===== src/rtl/spike_window_decoder.sv =====
// spike_window_decoder
//
// Readout stage for a two-neuron spiking network. Spikes from each neuron
// are counted over back-to-back windows of WIN_CYCLES clock edges. At the
// end of each window a winner class is declared and the counts plus the
// winner are offered through a one-entry valid/ready output register.
//
// Handshake: out_valid/out_ready follow strict valid/ready semantics. A
// result transfers on any rising edge where out_valid && out_ready. While
// out_valid=1 and out_ready=0, every output field is held stable. out_valid
// never drops without a transfer, except on reset.
//
// Optional feature macro: SPK_DEC_TTFS_EN. When it is defined, the block
// adds the out_first0/out_first1 outputs. Each one holds the window index of
// that neuron's first spike, or all-ones if the neuron did not spike.
//
// Ports:
//   clk         rising-edge clock
//   rst_n       asynchronous active-low reset
//   enable      run windows while high; low aborts the current window
//   n0_spike    one-cycle spike pulse from neuron 0
//   n1_spike    one-cycle spike pulse from neuron 1
//   out_valid   output register holds a result
//   out_ready   consumer accepts the result
//   out_cnt0    neuron 0 spike count of the reported window (saturating)
//   out_cnt1    neuron 1 spike count of the reported window (saturating)
//   out_winner  0 = tie/undecided, 1 = neuron 0, 2 = neuron 1
//   out_first0  (SPK_DEC_TTFS_EN) index of neuron 0's first spike
//   out_first1  (SPK_DEC_TTFS_EN) index of neuron 1's first spike
//   overrun     sticky: a completed result was dropped
//   state       FSM state (0 = IDLE, 1 = COUNT), exposed for debug

module spike_window_decoder #(
    parameter int WIN_CYCLES = 256,
    parameter int CNT_W      = 16,
    parameter int MARGIN     = 2,
    localparam int IDX_W     = $clog2(WIN_CYCLES)
) (
    input  logic             clk,
    input  logic             rst_n,
    input  logic             enable,
    input  logic             n0_spike,
    input  logic             n1_spike,
    output logic             out_valid,
    input  logic             out_ready,
    output logic [CNT_W-1:0] out_cnt0,
    output logic [CNT_W-1:0] out_cnt1,
    output logic [1:0]       out_winner,
`ifdef SPK_DEC_TTFS_EN
    output logic [IDX_W-1:0] out_first0,
    output logic [IDX_W-1:0] out_first1,
`endif
    output logic             overrun,
    output logic             state
);

    typedef enum logic {IDLE = 1'b0, COUNT = 1'b1} state_t;

    localparam logic [IDX_W-1:0] IDX_LAST = IDX_W'(WIN_CYCLES - 1);
    localparam logic [CNT_W-1:0] CNT_MAX  = '1;
    localparam logic [CNT_W:0]   MARGIN_X = (CNT_W + 1)'(MARGIN);

    state_t           st, st_next;
    logic [IDX_W-1:0] idx;
    logic [CNT_W-1:0] cnt0, cnt1;
    logic [CNT_W-1:0] cnt0_nx, cnt1_nx;
    logic [CNT_W:0]   w0, w1;
    logic [1:0]       winner_nx;
    logic             counting, win_done, load;

    assign state = st;

    // State register.
    always_ff @(posedge clk or negedge rst_n) begin
        if (!rst_n) st <= IDLE;
        else        st <= st_next;
    end

    // Next-state logic.
    always_comb begin
        st_next = st;
        case (st)
            IDLE:    if (enable)  st_next = COUNT;
            COUNT:   if (!enable) st_next = IDLE;
            default: st_next = IDLE;
        endcase
    end

    assign counting = (st == COUNT) && enable;
    assign win_done = counting && (idx == IDX_LAST);

    // Saturating increments. The final window counts include the spikes
    // seen on the completion edge, so the result is taken from these values.
    assign cnt0_nx = (n0_spike && (cnt0 != CNT_MAX)) ? cnt0 + CNT_W'(1) : cnt0;
    assign cnt1_nx = (n1_spike && (cnt1 != CNT_MAX)) ? cnt1 + CNT_W'(1) : cnt1;

    // Compare at CNT_W+1 bits so that count + MARGIN cannot wrap.
    assign w0 = {1'b0, cnt0_nx};
    assign w1 = {1'b0, cnt1_nx};

    always_comb begin
        winner_nx = 2'd0;
        if (w0 >= w1 + MARGIN_X)      winner_nx = 2'd1;
        else if (w1 >= w0 + MARGIN_X) winner_nx = 2'd2;
    end

    // Window counters. They are cleared in IDLE, on an abort and at window
    // completion, so the next window starts with no gap.
    always_ff @(posedge clk or negedge rst_n) begin
        if (!rst_n) begin
            idx  <= '0;
            cnt0 <= '0;
            cnt1 <= '0;
        end else if (counting && !win_done) begin
            idx  <= idx + IDX_W'(1);
            cnt0 <= cnt0_nx;
            cnt1 <= cnt1_nx;
        end else begin
            idx  <= '0;
            cnt0 <= '0;
            cnt1 <= '0;
        end
    end

    // A completed result is accepted only if the single output slot is
    // empty or is being drained on the same edge. Otherwise it is dropped.
    assign load = win_done && (!out_valid || out_ready);

`ifdef SPK_DEC_TTFS_EN
    // first* == all-ones means "no spike yet". A spike on the last index
    // also writes all-ones, which reads the same way.
    logic [IDX_W-1:0] first0, first1, first0_nx, first1_nx;

    assign first0_nx = (n0_spike && (first0 == '1)) ? idx : first0;
    assign first1_nx = (n1_spike && (first1 == '1)) ? idx : first1;

    always_ff @(posedge clk or negedge rst_n) begin
        if (!rst_n) begin
            first0 <= '1;
            first1 <= '1;
        end else if (counting && !win_done) begin
            first0 <= first0_nx;
            first1 <= first1_nx;
        end else begin
            first0 <= '1;
            first1 <= '1;
        end
    end

    always_ff @(posedge clk or negedge rst_n) begin
        if (!rst_n) begin
            out_first0 <= '0;
            out_first1 <= '0;
        end else if (load) begin
            out_first0 <= first0_nx;
            out_first1 <= first1_nx;
        end
    end
`endif

    // Output register.
    always_ff @(posedge clk or negedge rst_n) begin
        if (!rst_n) begin
            out_valid  <= 1'b0;
            out_cnt0   <= '0;
            out_cnt1   <= '0;
            out_winner <= 2'd0;
            overrun    <= 1'b0;
        end else if (load) begin
            out_valid  <= 1'b1;
            out_cnt0   <= cnt0_nx;
            out_cnt1   <= cnt1_nx;
            out_winner <= winner_nx;
        end else if (win_done) begin
            overrun    <= 1'b1;
        end else if (out_valid && out_ready) begin
            out_valid  <= 1'b0;
        end
    end

endmodule


===== config.mk =====
export PLATFORM = sky130hd
export DESIGN_NAME = spike_window_decoder
export DESIGN_NICKNAME = d
export VERILOG_FILES = /design/src/rtl/spike_window_decoder.sv
export SDC_FILE = /design/constraint.sdc
export NUM_CORES = 1
export LEC_CHECK = 0
export ABC_AREA = 1
export CAP_MARGIN = 10
export CORE_MARGIN = 4
export CORE_UTILIZATION = 45
export DETAILED_ROUTE_END_ITERATION = 7
export HOLD_SLACK_MARGIN = 0.05
export MAX_ROUTING_LAYER = met4
export PLACE_DENSITY = 0.75
export SYNTH_ARGS = -nofsm -noshare
export SYNTH_HDL_FRONTEND = slang
export SYNTH_SLANG_ARGS = --single-unit

===== constraint.sdc =====
create_clock -name clk -period 4.5 [get_ports clk]
set_input_delay 0.9 -clock clk [delete_from_list [all_inputs] [get_ports clk]]
set_output_delay 0.9 -clock clk [all_outputs]
set_load 0.01 [all_outputs]

== Word-level counts from Yosys, hierarchy flattened ==
Index checks and enable logic that the tools add are counted.
Operators by class
  add/sub/neg operators: 5
  equality and inequality tests: 4
  reductions and logical operators: 13
  $lt $le $gt $ge: 2
  bitwise gates (word level): 1
  mux-type cells: 11
Operator list (count)
  $mux 16: 4
  $add 16x2->17 const B: 2
  $ge 16x17->1: 2
  $add 16x1->16 const B: 2
  $ne 16x16->1 const B: 2
  $add 8x1->8 const B: 1
  $eq 8x8->1 const B: 1
  $mux 8: 1
  $logic_and 1x1->1: 7
  $mux 1: 4
  $mux 2: 2
  $reduce_and 2->1: 2
  $logic_not 1->1: 2
  $ne 2x1->1 const B: 1
  $reduce_bool 2->1: 1
  $logic_or 1x1->1: 1
  $not 1->1: 1
Storage, ports and cells
  output and inout bits: 37
  input port bits: 6
  logic and storage cells: 45
  bits in registers: 77

== Depth between registers and ports, before layout ==
Gate-level depths: netlist of the first run.
  depth in word-level cells: 7
  depth in mapped cells: 32
  mapped depth without buffers: 30

== Least setup slack after synthesis of the first run ==
OpenSTA, ideal clock, no wires.
  path kind: register to register
  from: reg cnt1[0]
  to: reg out_winner[0]
  buffers on the path: 2
  required time: 4381 ps
  period minus slack after synthesis: 3402 ps
  cell stages (with the launch flop): 30
  setup slack: 1098 ps
  setup time: 119 ps
  arrival: 3284 ps
  path through: dfrtp_1 ha_1 buf_2 nand2_1 nor2_2 nand2_1 nor2_1 nor2_1 buf_6 nand2_1 nand2_1 ha_1 inv_1 nor2_1 nand3_2 nor2_2 nand2_1 xor2_1 ha_1 nand2_1 nor2_1 a211oi_1 nand2_1 nand2_1 nand2_1 nand2_1 nand2_1 nand2_1 nand2_1 o21a_1
On the way
  word-level cells in the longest chain between the ends: 6
  elaborated cells on any way between the ends: 7
  classes of those cells: 2 x add/sub; 1 x order compare; 1 x eq/ne; 2 x mux; 1 x reduce/logical
RTL lines
  start, declared: RTL line 65  | logic [CNT_W-1:0] cnt0, cnt1;
  start signal, assigned: RTL line 117  | cnt1 <= cnt1_nx;
  branches (longest 2 deep; another with $add 16x1->16)
  $mux 16 *: RTL line 95  | assign cnt1_nx = (n1_spike && (cnt1 != CNT_MAX)) ? cnt1 + CNT_W'(1) : cnt1;
  net cnt1_nx[1]: RTL line 66  | logic [CNT_W-1:0] cnt0_nx, cnt1_nx;
  $add 16x2->17 *: RTL line 103  | if (w0 >= w1 + MARGIN_X) winner_nx = 2'd1;
  $ge 16x17->1 *: RTL line 103
  $mux 2 *: RTL line 103
  end signal, assigned: RTL line 173  | out_winner <= winner_nx;
  end, declared: RTL line 48  | output logic [1:0] out_winner,
Mark *: on every way through the listed nets, which the timed path passes.
A chain may end at the register's enable or synchronous reset.

== Final worst setup path of the first run ==
Same ends and word-level chain as after synthesis.

==> results of run 1 <==
[sequential cells by signal, summed over array words and instances (netlist names)]
signal and count:
cnt1 16, overrun 1, cnt0 16, out_cnt0 16, out_winner 2, state 1, out_cnt1 16, out_valid 1
idx 8
[layer usage]
metal / GRT usage / up-vias / routed length [um]
met3: 0.0375 / 11 / 588
met4: 0.0476 / 0 / 138
li1: - / 2485 / -
met5: - / - / 0
met2: 0.286 / 117 / 5300
met1: 0.266 / 2140 / 6350
[power by group]
group | switching, W | leakage, nW | internal (W)
Combinational | 0.000137 | 1.80 | 0.0000654
Clock | 0.000288 | 0.140 | 0.000432
Sequential | 0.0000102 | 1.06 | 0.000701
[worst min-delay path by stage]
stage / start / end / slack [ns] / cells after the start
finish: overrun$_DFFE_PN0P_ / overrun$_DFFE_PN0P_ / 0.46 / 1
global placement: overrun$_DFFE_PN0P_ / overrun$_DFFE_PN0P_ / 0.45 / 1
global route: idx[0]$_DFF_PN0_ / idx[0]$_DFF_PN0_ / 0.48 / 1
CTS: overrun$_DFFE_PN0P_ / overrun$_DFFE_PN0P_ / 0.46 / 1
detailed placement: overrun$_DFFE_PN0P_ / overrun$_DFFE_PN0P_ / 0.45 / 1
floorplan: idx[0]$_DFF_PN0_ / idx[0]$_DFF_PN0_ / 0.43 / 1
[logic make-up after synthesis]
logic type | share of synthesized area
xor+xnor | 0.0502
flops | 0.356
simple gates | 0.359
fa+ha+maj | 0.0833
compound gates | 0.0664
buf+inv | 0.0851
[layout by cell type (no fill, tap or decap), types with 2 or more instances in the layout]
cell type	instances
a211oi_1	2
a21oi_1	13
buf_4	6
clkbuf_1	2
clkbuf_16	9
clkdlybuf4s50_1	41
dfrtp_1	77
ha_1	36
inv_1	94
inv_2	5
nand2_1	231
nand2_2	19
nand2_4	2
nand3_1	39
nand3b_1	2
nand4_1	13
nor2_1	99
nor2_2	8
nor2_4	6
nor3_1	9
nor3b_1	5
o21a_1	3
o21ai_0	35
o21ai_2	3
o21bai_2	2
xnor2_1	2
xor2_1	29
[stage by stage]
step	hold slack [ns]	area, sq um	worst slack [ns]	std cells	util
6_report	0.462	6260	0.505	952	0.539
5_1_grt	0.481	6260	0.0883	952	0.539
4_1_cts	0.463	6260	0.534	952	0.539
3_5_place_dp	0.447	5960	0.420	936	0.513
3_3_place_gp	0.452	5960	0.498	936	0.513
2_1_floorplan	0.433	5410	1.10	762	-
[cell type report]
cell class	count	area share
clock buffer	11	0.0372
inverter	100	0.0600
tap	143	0.0286
timing repair buffer	47	0.0728
clock inverter	5	0.00960
multi-input combinational	569	0.484
sequential	77	0.308
==> impl_results.md, run 1 <==
* RSZ-0062 raised after global routing: false
* CP peak stage delay at between 0.4 and 0.5 ns
* Critical setup path kind: flip-flop to flip-flop
* Maximum VDD drop at roughly 0.21 mV
* Post-DP HPWL at a little over 9000 um
* Max Transition Viols Final at 0
* Root Buffer Master: clkbuf_16
* GR Overflow Total at 0
* Sequential element share of the synthesized area at 0.356
* Ranking of synthesized cells by area: dfrtp_1 (36%), nand2_1 (16%), ha_1 (8.3%), nor2_1 (6.9%), inv_1 (6.5%)
* Reg clk slew, reported paths at approximately 0.060 ns
* Post-CTS setup buffers at 0
* Antenna Cells at 0
* Cts hold-fix bufs at 0
* Area of the core at 11600 sq um
* Most frequent cells after synthesis: nand2_1 (232), nor2_1 (99), inv_1 (94)
* TritonCTS clock tree: done
* Startpoint Class: flip-flop
* First-pass GRT wire length at ~21000 um
* Crit-path cells: ha_1 -> nand2_1 -> nor2_2 -> nand2_1 -> o21ai_2 -> nand2_1 -> nand2_1 -> ha_1 -> inv_1 -> nor2_1 -> nand3_2 -> nor2_2 -> nand3_1 -> xor2_1 -> ha_1 -> nand2_1 -> nor4_1 -> a31oi_1 -> nand2_1 -> nand2_1 -> nand2_1 -> o21a_1
* Die ar. at ~14000 sq um
* I/O pin cnt at 43
* First-pass DRT Iterations at 5
* CTS Buf Count at 9
* Fill count at about 1100
* Post-synth EDFFs at 0
* Lkg Pwr at roughly 3 nW
* Worst Hold Class: flip-flop to flip-flop
* Total Power at between 0.0015 and 0.002 W
* Die width at ~120 um
* Antenna-violating nets left at 0
* Slowest-stage cell, CP: o21ai_2
* Sink Count at 77
* Clk_skew at between 0.007 and 0.008 ns
* Min Tclk post-route at 4.00 ns
* Syn_nets at 804
* Max-cap violations at 0
* Row count at 39
* Worst-Margin Slew at between 0.9 and 1 ns
* Most frequent cell after synthesis: nand2_1
* Total track usage at 0.191
* Post-synth top flop: dfrtp_1
* Synth warnings at 0
* Die Y at 118 um
* WL final at 12400 um
* CP Depth at 22
* Synth Register Bits at 77
* Asr flop ratio synth at 1.00
* Outcome: finished clean
* Cell Pwr Density at 261 nW/um^2
* Worst reg-to-reg path cell count at 22
* Fmax achieved at ~250 MHz
* DRC at 0
* R2r setup slk at around 0.5 ns
* DR WL/cell at approximately 13 um
* CP Capture Point: out_winner[0]$_DFFE_PN0P_
* Vias/cell at 4.99
* Share of layout cells above drive strength 1 at 0.0865
* Post-CTS Resized at 0
* Crit Reg-Reg Endpoint: out_winner[0]$_DFFE_PN0P_
* H-tree depth at 3
* Avg Cell Area, Syn at roughly 7.1 sq um
* Post-synthesis cell area at 5410 sq um
* Critical path origin: cnt1[0]$_DFF_PN0_
* Crit Reg-Reg Startpoint: cnt1[0]$_DFF_PN0_
* Setup TNS at 0 ns
* Area share of the largest cell type after synthesis at 0.356
* Cells after synthesis at 762
* Worst-Skew Late Latency at between 0.3 and 0.4 ns
* CP top delay family: simple AND/OR/NAND/NOR gates
* Critical path peak fanout at 12
* Storage element area at 1930 sq um
* Vias in the first global route at between 4000 and 5000
* Cell taking the most area after synthesis: dfrtp_1
* Max Buffers Root-to-Sink at 2
* CP bufs+invs at 1
* Worst path required time at 4.78 ns
* Setup violations, final at 0
* Relative slew slack at 0.350
* Initial antenna violation count at 0
* Area of the multi-input gates at about 3000 sq um
* Initial Util at 0.466
* Top cell by count, worst path: nand2_1
* DR iter-0 viols at about 300
* Crit. End Element: flip-flop
* Vias at between 4000 and 5000
* Layout overhead on the synthesized area at 15.7%
* Nets at roughly 850
* Tcrit/Tclk final at 0.888
* PortBufs at 42
* RD Place Congestion at ~0.9
* Post-synth cell types at 41
* Largest net degree at the start of global routing at roughly 80
* Hold Vio Cnt, Final at 0
* Critical path arrival at about 4.3 ns
Power figures use the tool's default switching activity.
==> inputs of run 2 (changes only) <==
CTS_CLUSTER_SIZE = 8   (was not set)
==> results of run 2 <==
Final layout, timing and power as in run 1 (identical DEF).
